--- src/rtl/parking_exit_gate.sv ---
// parking_exit_gate: exit-lane barrier controller.
// Detects a vehicle at the exit, validates a 2-bit payment code with a retry
// limit and attendant override, opens the barrier for a bounded window and
// issues a one-cycle car_exited decrement request to the occupancy counter.
// All outputs are registered; they are decoded from the next state so they
// line up with the state register and carry no input-to-output path.
module parking_exit_gate #(
  parameter logic [1:0] PAY_CODE    = 2'b11,
  parameter int         MAX_TRIES   = 3,
  parameter int         GATE_CYCLES = 16,
  parameter int         OCC_W       = 7
) (
  input  logic             clk,
  input  logic             reset,
  input  logic             sensor_exit,
  input  logic             sensor_clear,
  input  logic             pay_valid,
  input  logic [1:0]       pay_code,
  input  logic             attendant_ok,
  input  logic [OCC_W-1:0] occupancy,
  output logic             GREEN_LED,
  output logic             RED_LED,
  output logic             gate_open,
  output logic             alarm,
  output logic             car_exited
);

  typedef enum logic [2:0] {
    IDLE      = 3'd0,
    WAIT_PAY  = 3'd1,
    WRONG_PAY = 3'd2,
    OPEN      = 3'd3,
    LOCKOUT   = 3'd4
  } state_t;

  localparam logic [2:0] TRIES_LIMIT = 3'(MAX_TRIES);
  localparam logic [7:0] TIMER_LAST  = 8'(GATE_CYCLES - 1);

  state_t     state_r;
  state_t     state_nx;
  logic [2:0] tries_r;
  logic [2:0] tries_nx;
  logic [7:0] timer_r;
  logic [7:0] timer_nx;
  logic       exited_nx;
  logic       occ_nonzero_s;
  logic [2:0] tries_inc_s;

  assign occ_nonzero_s = |occupancy;
  assign tries_inc_s   = tries_r + 3'd1;

  // Next-state, retry counter, open timer and exit pulse decision.
  always_comb begin
    state_nx  = state_r;
    tries_nx  = tries_r;
    timer_nx  = timer_r;
    exited_nx = 1'b0;
    case (state_r)
      IDLE: begin
        tries_nx = 3'd0;
        if (sensor_exit) begin
          if (occ_nonzero_s) begin
            state_nx = WAIT_PAY;
          end else begin
            // A vehicle at the exit with an empty car park is a phantom.
            state_nx = LOCKOUT;
          end
        end else begin
          state_nx = IDLE;
        end
      end
      WAIT_PAY, WRONG_PAY: begin
        if (attendant_ok) begin
          state_nx = OPEN;
          tries_nx = 3'd0;
          timer_nx = 8'd0;
        end else if (pay_valid && (pay_code == PAY_CODE)) begin
          state_nx = OPEN;
          tries_nx = 3'd0;
          timer_nx = 8'd0;
        end else if (pay_valid) begin
          tries_nx = tries_inc_s;
          if (tries_inc_s == TRIES_LIMIT) begin
            state_nx = LOCKOUT;
          end else begin
            state_nx = WRONG_PAY;
          end
        end else if (!sensor_exit) begin
          state_nx = IDLE;
          tries_nx = 3'd0;
        end else begin
          state_nx = state_r;
        end
      end
      OPEN: begin
        if (sensor_clear) begin
          state_nx  = IDLE;
          tries_nx  = 3'd0;
          // Never ask the counter to go below zero.
          exited_nx = occ_nonzero_s;
        end else if (timer_r == TIMER_LAST) begin
          if (sensor_exit) begin
            // Barrier must not close on a vehicle still under it.
            state_nx = OPEN;
          end else begin
            state_nx = IDLE;
            tries_nx = 3'd0;
          end
        end else begin
          timer_nx = timer_r + 8'd1;
        end
      end
      LOCKOUT: begin
        if (attendant_ok) begin
          state_nx = OPEN;
          tries_nx = 3'd0;
          timer_nx = 8'd0;
        end else begin
          state_nx = LOCKOUT;
        end
      end
      default: begin
        state_nx = IDLE;
        tries_nx = 3'd0;
        timer_nx = 8'd0;
      end
    endcase
  end

  // State, counters and registered output decode of the upcoming state.
  always_ff @(posedge clk or posedge reset) begin
    if (reset) begin
      state_r    <= IDLE;
      tries_r    <= 3'd0;
      timer_r    <= 8'd0;
      GREEN_LED  <= 1'b0;
      RED_LED    <= 1'b0;
      gate_open  <= 1'b0;
      alarm      <= 1'b0;
      car_exited <= 1'b0;
    end else begin
      state_r    <= state_nx;
      tries_r    <= tries_nx;
      timer_r    <= timer_nx;
      car_exited <= exited_nx;
      GREEN_LED  <= (state_nx == OPEN);
      gate_open  <= (state_nx == OPEN);
      RED_LED    <= (state_nx == WRONG_PAY) || (state_nx == LOCKOUT);
      alarm      <= (state_nx == LOCKOUT);
    end
  end

endmodule

--- config.mk ---
export PLATFORM = sky130hd
export DESIGN_NAME = parking_exit_gate
export DESIGN_NICKNAME = d
export VERILOG_FILES = /design/src/rtl/parking_exit_gate.sv
export SDC_FILE = /design/constraint.sdc
export NUM_CORES = 1
export LEC_CHECK = 0
export BUFFER_PORTS_ARGS = -buffer_cell sky130_fd_sc_hd__buf_2
export CORE_MARGIN = 2
export CORE_UTILIZATION = 56
export DETAILED_ROUTE_END_ITERATION = 7
export GPL_TIMING_DRIVEN = 1
export PLACE_DENSITY = 0.77
export SKIP_LAST_GASP = 1
export SLEW_MARGIN = 20
export SYNTH_ARGS = -nofsm -noshare
export SYNTH_HDL_FRONTEND = slang
export SYNTH_SLANG_ARGS = --single-unit
--- constraint.sdc ---
create_clock -name clk -period 2.8 [get_ports clk]
set_input_delay 0.14 -clock clk [delete_from_list [all_inputs] [get_ports clk]]
set_output_delay 0.14 -clock clk [all_outputs]
set_load 0.01 [all_outputs]
* After elaboration in Yosys (flattened, before gate mapping)
Cells that the tools add are included.
** Word-level totals
- Logic and storage cells :: 60
- Flip-flop bits (word level) :: 18
- Output and inout port bits :: 5
** Cells by class
- Add/subtract/negate cells :: 2
- Reduce and logical (&&, ||, !) cells :: 7
- Eq/ne operators :: 15
- Mux-type cells :: 28
- Bitwise logic cells :: 1
** Operators with widths (number)
- 3-bit 2-to-1 mux :: 17
- 8-bit 2-to-1 mux :: 5
- 8-bit one-hot mux with 4 select lines :: 1
- 3-bit by 2-bit equality test with 1-bit output, second input constant :: 5
- 3-bit one-hot mux with 4 select lines :: 1
- 3-bit one-hot mux with 3 select lines :: 1
- 8-bit by 1-bit adder with 8-bit output, second input constant :: 1
- 8-bit by 4-bit equality test with 1-bit output, second input constant :: 1
- 7-bit OR reduction :: 1
- 3-bit equality test, second input constant :: 2
- 2-bit != test, second input constant :: 3
- 3-bit != test, second input constant :: 2
- 5-bit AND reduction :: 1
- 3-bit by 1-bit adder with 3-bit output, second input constant :: 1
- 3-bit by 1-bit equality test with 1-bit output, second input constant :: 1
- 3-bit zero test :: 1
- 2-bit equality test, second input constant :: 1
- 1-bit 2-to-1 mux :: 2
- 2-bit 2-to-1 mux :: 1
- 2-bit AND reduction :: 1
- 2-bit OR reduction :: 1
- 1-bit logical AND :: 1
- 1-bit logical OR :: 1
- 1-bit NOT :: 1

* Logic depth before layout (Yosys ltp)
Gate-level depths: netlist (run 1).
- Word-level depth :: 9
- Mapped depth :: 6

* Least setup slack after synthesis (run 1)
No wires, ideal clock.
- Path type :: register to register
- From :: register timer_r[5]
- To :: register tries_r[1]
- Period minus slack after synthesis :: 1.653 ns
- Library setup time :: 0.138 ns
- Slack :: 1.147 ns
- Cell stages (with the launch flop) :: 6
- Arrival time :: 1.515 ns
- Path through :: dfrtp_1 or3_4 nor3b_4 nor3_2 a311oi_2 o22ai_1
** On the way
- Longest elaborated chain between the ends :: 3
** RTL lines
- start: declaration :: RTL line 43 : logic [7:0] timer_r;
- start signal: assignment :: RTL line 144 : timer_r <= timer_nx;
- 8-bit by 4-bit equality test with 1-bit output :: RTL line 101 : end else if (timer_r == TIMER_LAST) begin
- 3-bit != test (no source line)
- 2-bit AND reduction (no source line)
- end signal: assignment :: RTL line 143 : tries_r <= tries_nx;
- end: declaration :: RTL line 41 : logic [2:0] tries_r;
Every way passes these cells.
A chain may end at the register's enable or synchronous reset.

* Worst setup path after layout (run 1)
- From :: register timer_r[0]
- To :: register tries_r[1]
The elaborated chain is that of the path after synthesis.

==> results.json, run 1 <==
{
  "outcome": "complete, no violations",
  "synth_area_leaders": "dfrtp_1 43%, o21ai_0 6.1%, nand2_1 3.9%",
  "fp.dieArea_um2": 2250,
  "leakagePower_nw": 0.581,
  "die_h_um": 47.5,
  "numCtsBuffers": 3,
  "yosysTopAreaCell": "dfrtp_1",
  "yosys_warnings": 0,
  "placed_area_um2": 1160,
  "synth_ff_type": "dfrtp_1",
  "yosysMostFrequentCell": "dfrtp_1",
  "syn_to_final_growth_pct": 13.9,
  "grt_pass1_wl_um": 3460,
  "first_iter_violations": 21,
  "wl_um": 2160,
  "synth_seq_cells": 18,
  "antenna_found_initial": 0,
  "vias_per_cell": 5.73,
  "vias": 934,
  "cts.repair.resized": 0,
  "multiInputGateArea_um2": 557,
  "portBuffers": 19,
  "clk_root_buffer_cell": "clkbuf_4",
  "synth_cell_types": 35,
  "gp_congestion": 0.899,
  "drt_first_pass_iters": 4,
  "crit_path_start_kind": "flip-flop",
  "tightest_slew_ns": 0.646,
  "grt.total_usage": 0.220,
  "avgSynthCellArea_um2": 8.90,
  "cts_tree": "built",
  "critPathLaunch": "timer_r[0]$_DFFE_PP0P_",
  "grt_overflow": 0,
  "final_area_um2": 1210,
  "synth_edf_count": 0,
  "netlist.area_leader.share": 0.426,
  "fin_skew_ns": 0.00308,
  "hold_viol_final": 0,
  "num_antenna_cells": 0,
  "crit_fanout": 5,
  "ctsHtreeMaxLevel": 1,
  "ant_nets": 0,
  "clkLatencyLatePin_ns": 0.30,
  "clock_sinks": 18,
  "design.core.area_um2": 1750,
  "grt_max_degree": 19,
  "final_max_slew_viol_count": 0,
  "rsz0062_at_grt": "false",
  "min_path_type": "input port to flip-flop",
  "io_pins": 20,
  "yosysSeqAreaShare": 0.426,
  "worstPathRequired_ns": 2.97,
  "crit_arrival_ns": 2.01,
  "syn_area_um2": 1060,
  "min_period_ns": 1.83,
  "synth_fp_nets": 137,
  "clk_pin_slew_worst_paths_ns": 0.10,
  "syn_inst": 119,
  "tns_ns": 0,
  "slew_headroom": 0.569,
  "hp-start": "sensor_clear",
  "post-route-period-util": 0.654,
  "maxClockFrequency_mhz": 546,
  "total_power_uw": 936,
  "async_reset_ff_frac": 1.00,
  "wl_per_cell_um": 13.2,
  "std_cell_rows": 15,
  "drv_cap": 0,
  "setup_viol": 0,
  "worstSetupPathType": "flip-flop to flip-flop",
  "nets": 157,
  "clock_path_buffers": 2,
  "die_x_um": 47.5,
  "seq_area_um2": 450,
  "drive_gt1_frac": 0.210,
  "reg2reg_from": "timer_r[0]$_DFFE_PP0P_",
  "start_util": 0.606,
  "grt_pass1_vias": 820,
  "dp_hpwl_um": 1640,
  "end_kind": "flip-flop",
  "fill_cells": 138,
  "powerDensity_nw_per_um2": 776,
  "synth_commonest_cells": "18 x dfrtp_1, 13 x o21ai_0, 11 x nand2_1",
  "drc_errors": 0,
  "ir_drop_uv": 491
}
[per-stage QoR]
| step | hold slack [ns] | cells | setup slack [ns] | utilization |
|---|---|---|---|---|
| floorplan | 0.0786 | 119 | 1.15 | - |
| finish | 0.152 | 163 | 0.969 | 0.691 |
| global placement | 0.271 | 158 | 1.02 | 0.665 |
| CTS | 0.159 | 163 | 0.978 | 0.691 |
| detailed placement | 0.267 | 158 | 0.997 | 0.665 |
| global route | 0.169 | 163 | 0.823 | 0.691 |
[cells in the final DEF, fill, tap and decap left out, types with 2 or more instances in the layout]
master / instances
xnor2_1: 2
o21a_1: 2
o21ai_0: 13
a21oi_1: 8
inv_1: 7
dfrtp_1: 18
ha_1: 3
nor2_1: 10
nand2_1: 11
and3_1: 6
clkbuf_4: 3
nand4_1: 3
buf_2: 19
a211oi_1: 3
a31oi_1: 3
a2bb2oi_1: 2
nand3_1: 2
nor3_1: 4
o32ai_1: 2
[state kept, by name (all words and copies together) (netlist names)]
signal,cells
timer_r,8
state_r,3
tries_r,3
RED_LED,1
alarm,1
car_exited,1
gate_open,1
[final timing paths]
kind,end,slack [ns],cells after the start
max in group asynchronous,timer_r[7]$_DFFE_PP0P_,1.93,3
hold reg to reg,timer_r[7]$_DFFE_PP0P_,0.50,1
hold / removal,car_exited$_DFF_PP0_,0.15,2
min in group asynchronous,timer_r[1]$_DFFE_PP0P_,0.46,3
setup reg to reg,tries_r[1]$_DFFE_PP0P_,0.97,6
setup / recovery,tries_r[1]$_DFFE_PP0P_,0.97,6
[power by group]
group	switching, mW	internal (mW)
Clock	0.0814	0.0793
Sequential	0.0749	0.316
Combinational	0.221	0.163
[routing by layer]
layer | part of all wire | vias to the layer above | global-route usage
met5 | 0 | - | 0
met4 | 0.011 | 0 | 0.0944
met3 | 0.037 | 4 | 0.0226
met2 | 0.50 | 26 | 0.343
met1 | 0.46 | 432 | 0.313
li1 | - | 472 | -
[worst max-delay path, cell delays in order (launching register included)]
cell and delay (ns):
dfrtp_1 0.39, ha_1 0.19, and3_1 0.26, nor3b_4 0.30, nor3_2 0.11, a311oi_2 0.34
o22ai_1 0.14
[timing repair]
item | in CTS | in global routing
endpoints found under the hold margin | 18 | 0
setup buffers | 0 | 0
hold buffers | 1 | 0
[cell type report]
| class | instances | share of cell area |
|---|---|---|
| multi-input combinational | 89 | 0.462 |
| clock buffer | 4 | 0.0301 |
| timing repair buffer | 20 | 0.0871 |
| tap | 25 | 0.0259 |
| sequential | 18 | 0.373 |
| inverter | 7 | 0.0218 |
[kinds of logic after synthesis]
kind of cell               count (synthesis)  synth area share
muxes                                      2            0.0201
xor gates and xnor gates                   2            0.0166
and+or+nand+nor                           44             0.223
buffers and inverters                     12            0.0485
DFF                                       18             0.426
adders and majority gates                  3            0.0355
AOI/OAI and AO/OA                         38             0.231
No activity file was read; power rests on OpenSTA's default activity.
==> inputs of run 2 (changes only) <==
--- a/config.mk
+++ b/config.mk
@@ -7,10 +7,10 @@
 export LEC_CHECK = 0
 export BUFFER_PORTS_ARGS = -buffer_cell sky130_fd_sc_hd__buf_2
 export CORE_MARGIN = 2
-export CORE_UTILIZATION = 56
+export CORE_UTILIZATION = 53
 export DETAILED_ROUTE_END_ITERATION = 7
 export GPL_TIMING_DRIVEN = 1
-export PLACE_DENSITY = 0.77
+export PLACE_DENSITY = 0.74
 export SKIP_LAST_GASP = 1
 export SLEW_MARGIN = 20
 export SYNTH_ARGS = -nofsm -noshare
==> constraint.sdc (replaced) <==
create_clock -name clk -period 1.8 [get_ports clk]
set_input_delay 0.09 -clock clk [delete_from_list [all_inputs] [get_ports clk]]
set_output_delay 0.09 -clock clk [all_outputs]
set_load 0.01 [all_outputs]
==> results.json, run 2 (synthesis gave the netlist of run 1 again) <==
{
  "grt_overflow": 0,
  "clk_pin_slew_worst_paths_ns": 0.11,
  "maxClockFrequency_mhz": 563,
  "crit_arrival_ns": 1.95,
  "clkLatencyLatePin_ns": 0.30,
  "outcome": "complete, no violations",
  "crit_path_start_kind": "flip-flop",
  "drt_first_pass_iters": 4,
  "nets": 164,
  "final_cell_mix": "19 x buf_2, 17 x dfrtp_1, 13 x o21ai_0, 11 x nand2_1, 10 x nor2_1",
  "clock_sinks": 18,
  "antenna_found_initial": 0,
  "largestRegisters": "timer_r x8, state_r x3, tries_r x3",
  "clk_root_buffer_cell": "clkbuf_4",
  "min_path_type": "input port to flip-flop",
  "powerDensity_nw_per_um2": 1210,
  "clock_path_buffers": 2,
  "rsz0062_at_grt": "true",
  "slew_headroom": 0.557,
  "cts_tree": "built",
  "setup_viol": 0,
  "placed_area_um2": 1210,
  "num_antenna_cells": 0,
  "portBuffers": 19,
  "vias": 977,
  "start_util": 0.551,
  "min_period_ns": 1.78,
  "worstSetupPathType": "flip-flop to flip-flop",
  "final_max_slew_viol_count": 0,
  "die_x_um": 48.7,
  "worstPathRequired_ns": 1.98,
  "io_pins": 20,
  "ctsHtreeMaxLevel": 1,
  "wl_um": 2270,
  "tightest_slew_ns": 0.664,
  "fp.dieArea_um2": 2370,
  "first_iter_violations": 27,
  "end_kind": "flip-flop",
  "largest-register": "timer_r",
  "holdWs_ns": 0.103,
  "post-route-period-util": 0.987,
  "dp_hpwl_um": 1710,
  "fin_skew_ns": 0.00531,
  "grt.total_usage": 0.221,
  "vias_per_cell": 5.68,
  "grt_pass1_vias": 945,
  "hold_viol_final": 0,
  "drive_gt1_frac": 0.269,
  "std_cell_rows": 16,
  "grt_max_degree": 19,
  "gp_congestion": 0.896,
  "wl_per_cell_um": 13.2,
  "die_h_um": 48.7,
  "final_common_cell": "buf_2",
  "crit_fanout": 4,
  "worstPathCellList": "or3_4 -> nor3b_4 -> nor3_2 -> a311oi_2 -> o22ai_1",
  "grt_pass1_wl_um": 4060,
  "final_area_um2": 1270,
  "slowest_stage": "dfrtp_1",
  "drv_cap": 0,
  "numCtsBuffers": 3,
  "cpPeakStageDelay_ns": 0.42,
  "syn_to_final_growth_pct": 20.0,
  "drc_errors": 0,
  "leakagePower_nw": 0.618,
  "design.core.area_um2": 1920,
  "ir_drop_uv": 715,
  "ant_nets": 0,
  "largest_reg_flops": 8
}
run 2: changes by cell type in the layout (fill, tap and decap cells not counted), sizes merged:
| cell | before | now |
|---|---|---|
| buf | 19 | 26 |
run 2: worst max-delay path: cells and delay by family, from the launching register on:
family	cells	cell delay (ns)
AND/OR/NAND/NOR	3	0.81
AO/OA/AOI/OAI	2	0.42
flip-flops	1	0.42
run 2: worst paths after layout:
check,depth (start not counted),slack (ns),from,end
min in group asynchronous,3,0.42,reset,tries_r[0]$_DFFE_PP0P_
setup reg to reg,5,0.02,timer_r[7]$_DFFE_PP0P_,tries_r[1]$_DFFE_PP0P_
hold reg to reg,1,0.52,tries_r[0]$_DFFE_PP0P_,tries_r[0]$_DFFE_PP0P_
setup / recovery,5,0.02,timer_r[7]$_DFFE_PP0P_,tries_r[1]$_DFFE_PP0P_
hold / removal,2,0.10,sensor_clear,car_exited$_DFF_PP0_
max in group asynchronous,3,0.92,reset,state_r[0]$_DFF_PP0_
run 2: layer usage:
| metal | share of wire | global-route usage | wire (um) |
|---|---|---|---|
| met2 | 0.49 | 0.349 | 1120 |
| met5 | 0 | 0 | 0 |
| met3 | 0.038 | 0.0432 | 86 |
| met1 | 0.46 | 0.298 | 1040 |
| met4 | 0.014 | 0.0952 | 31 |
run 2: cell type report:
type	count	area [um2]
fill	172	652
multi-input combinational	89	564
sequential	18	452
timing repair buffer	27	158
clock buffer	4	36.3
tap	27	33.8
inverter	7	26.3
run 2: report_power, final:
group          total, mW  internal (mW)  leakage (nW)  switching (mW)
registers          0.585          0.495         0.240          0.0902
clock network      0.253          0.123        0.0210           0.129
logic              0.695          0.303         0.357           0.391
total               1.53          0.921         0.618           0.611
run 2: per-stage QoR:
stage          cells  TNS [ns]  utilization  power, mW  worst slack (ns)
6_report         172         0        0.661       1.53            0.0243
5_1_grt          172   -0.0686        0.661       1.67           -0.0280
4_1_cts          171         0        0.654       1.52           0.00329
3_5_place_dp     166   -0.0287        0.628       1.26           -0.0287
3_3_place_gp     166   -0.0106        0.628       1.24           -0.0106
2_1_floorplan    119         0            -       1.08             0.147
run 2: timing repair:
item	in CTS	in global routing
pin swaps	0	2
buffers inserted	0	1
resized for setup	1	2
gates cloned	0	0
hold endpoints to repair	18	0
hold buffers	1	0
endpoints found under the setup margin	1	6
==> inputs of run 3 (changes only) <==
==> constraint.sdc (replaced) <==
create_clock -name clk -period 2 [get_ports clk]
set_input_delay 0.1 -clock clk [delete_from_list [all_inputs] [get_ports clk]]
set_output_delay 0.1 -clock clk [all_outputs]
set_load 0.01 [all_outputs]
==> results.json, run 3 (synthesis gave the netlist of run 1 again) <==
{
  "wl_met2_um": 1110,
  "dp_hpwl_um": 1720,
  "syn_to_final_growth_pct": 15.1,
  "grt_overflow": 0,
  "powerDensity_nw_per_um2": 1110,
  "worstPathCellList": "ha_1 -> and3_1 -> nor3b_4 -> a211oi_1 -> nor2b_2 -> o21ai_0",
  "grt_max_degree": 19,
  "largestRegisters": "timer_r x8, state_r x3, tries_r x3",
  "drive_gt1_frac": 0.223,
  "crit_fanout": 5,
  "drv_cap": 0,
  "fin_cells": 166,
  "end_kind": "flip-flop",
  "clk_root_buffer_cell": "clkbuf_4",
  "gp_congestion": 0.919,
  "setup_viol": 0,
  "placed_cells": 161,
  "grt.total_usage": 0.213,
  "fp.dieArea_um2": 2370,
  "vias": 994,
  "fin_skew_ns": 0.0107,
  "maxUsedRoutingLayer": "met4",
  "met1_length_um": 967,
  "clk_pin_slew_worst_paths_ns": 0.11,
  "post-cts-setup-buffers": 0,
  "tightest_slew_ns": 0.683,
  "outcome": "complete, no violations",
  "portBuffers": 19,
  "design.core.area_um2": 1920,
  "worstPathRequired_ns": 2.20,
  "worstSetupPathType": "flip-flop to flip-flop",
  "start_util": 0.551,
  "drc_errors": 0,
  "crit_path_start_kind": "flip-flop",
  "cts_tree": "built",
  "post-route-period-util": 0.935,
  "leakagePower_nw": 0.587,
  "first_iter_violations": 27,
  "final_common_cell": "buf_2",
  "antenna_found_initial": 0,
  "clock_path_buffers": 2,
  "clock_sinks": 18,
  "wl_per_cell_um": 13.8,
  "total_power_mw": 1.35,
  "drt_first_pass_iters": 4,
  "final_max_slew_viol_count": 0,
  "dr_wl_met3_um": 162,
  "ctsHtreeMaxLevel": 1,
  "die_x_um": 48.7,
  "grt_pass1_vias": 929,
  "min_path_type": "input port to flip-flop",
  "slowest_stage": "dfrtp_1",
  "die_h_um": 48.7,
  "vias_per_cell": 5.99,
  "largest_reg_flops": 8,
  "nets": 158,
  "cpPeakStageDelay_ns": 0.42,
  "numCtsBuffers": 3,
  "min_period_ns": 1.87,
  "holdWs_ns": 0.121,
  "clkLatencyLatePin_ns": 0.31,
  "largest-register": "timer_r",
  "tns_ns": 0,
  "ir_drop_uv": 741,
  "num_antenna_cells": 0,
  "crit_arrival_ns": 2.07,
  "std_cell_rows": 16,
  "rsz0062_at_grt": "false",
  "maxClockFrequency_mhz": 535,
  "grt_pass1_wl_um": 3930,
  "final_cell_mix": "19 x buf_2, 18 x dfrtp_1, 13 x o21ai_0, 11 x nand2_1, 10 x nor2_1",
  "wl_um": 2290,
  "ant_nets": 0,
  "slew_headroom": 0.544,
  "hold_viol_final": 0,
  "io_pins": 20
}
## run 3: layout make-up
class,count,area [um2]
inverters,7,26.3
fillers,171,703
repair buffers,21,113
clock buffers,4,36.3
multi-input cells,89,559
well taps,27,33.8
flip-flops and latches,18,450
## run 3: path summary, 6_finish.rpt
check	start	to	slack, ns	cells after the start
max	timer_r[0]$_DFFE_PP0P_	state_r[1]$_DFF_PP0_	0.13	6
min	sensor_clear	car_exited$_DFF_PP0_	0.12	2
max reg2reg	timer_r[0]$_DFFE_PP0P_	state_r[1]$_DFF_PP0_	0.13	6
min reg2reg	timer_r[7]$_DFFE_PP0P_	timer_r[7]$_DFFE_PP0P_	0.51	1
max in group asynchronous	reset	timer_r[5]$_DFFE_PP0P_	1.12	3
min in group asynchronous	reset	timer_r[0]$_DFFE_PP0P_	0.43	3
## run 3: repair_timing
action                                  4_1_cts  5_1_grt
endpoints found under the setup margin        0        2
endpoints found under the hold margin        18        0
resized for setup                             0        1
hold buffers                                  1        0
## run 3: power by group
| group | switching, mW | total (mW) | internal, mW |
|---|---|---|---|
| Clock | 0.121 | 0.232 | 0.111 |
| Sequential | 0.0913 | 0.534 | 0.442 |
| Combinational | 0.342 | 0.587 | 0.246 |
## run 3: per-layer routing
metal | up-vias | GRT usage
met5 | - | 0
met4 | 0 | 0.0905
met3 | 7 | 0.0309
met2 | 52 | 0.358
met1 | 460 | 0.274
li1 | 475 | -
## run 3: stage by stage
step | worst slack [ns] | utilization | instance area (um2)
floorplan | 0.347 | - | 1060
global placement | 0.236 | 0.609 | 1170
detailed placement | 0.133 | 0.609 | 1170
CTS | 0.117 | 0.633 | 1220
global route | 0.0208 | 0.634 | 1220
finish | 0.131 | 0.634 | 1220
## run 3: worst max-delay path: cells and delay by family, from the launching register on
kind	cells	cell delay, ns
DFF	1	0.42
adders and majority gates	1	0.23
and+or+nand+nor	3	0.69
AOI/OAI and AO/OA	2	0.42
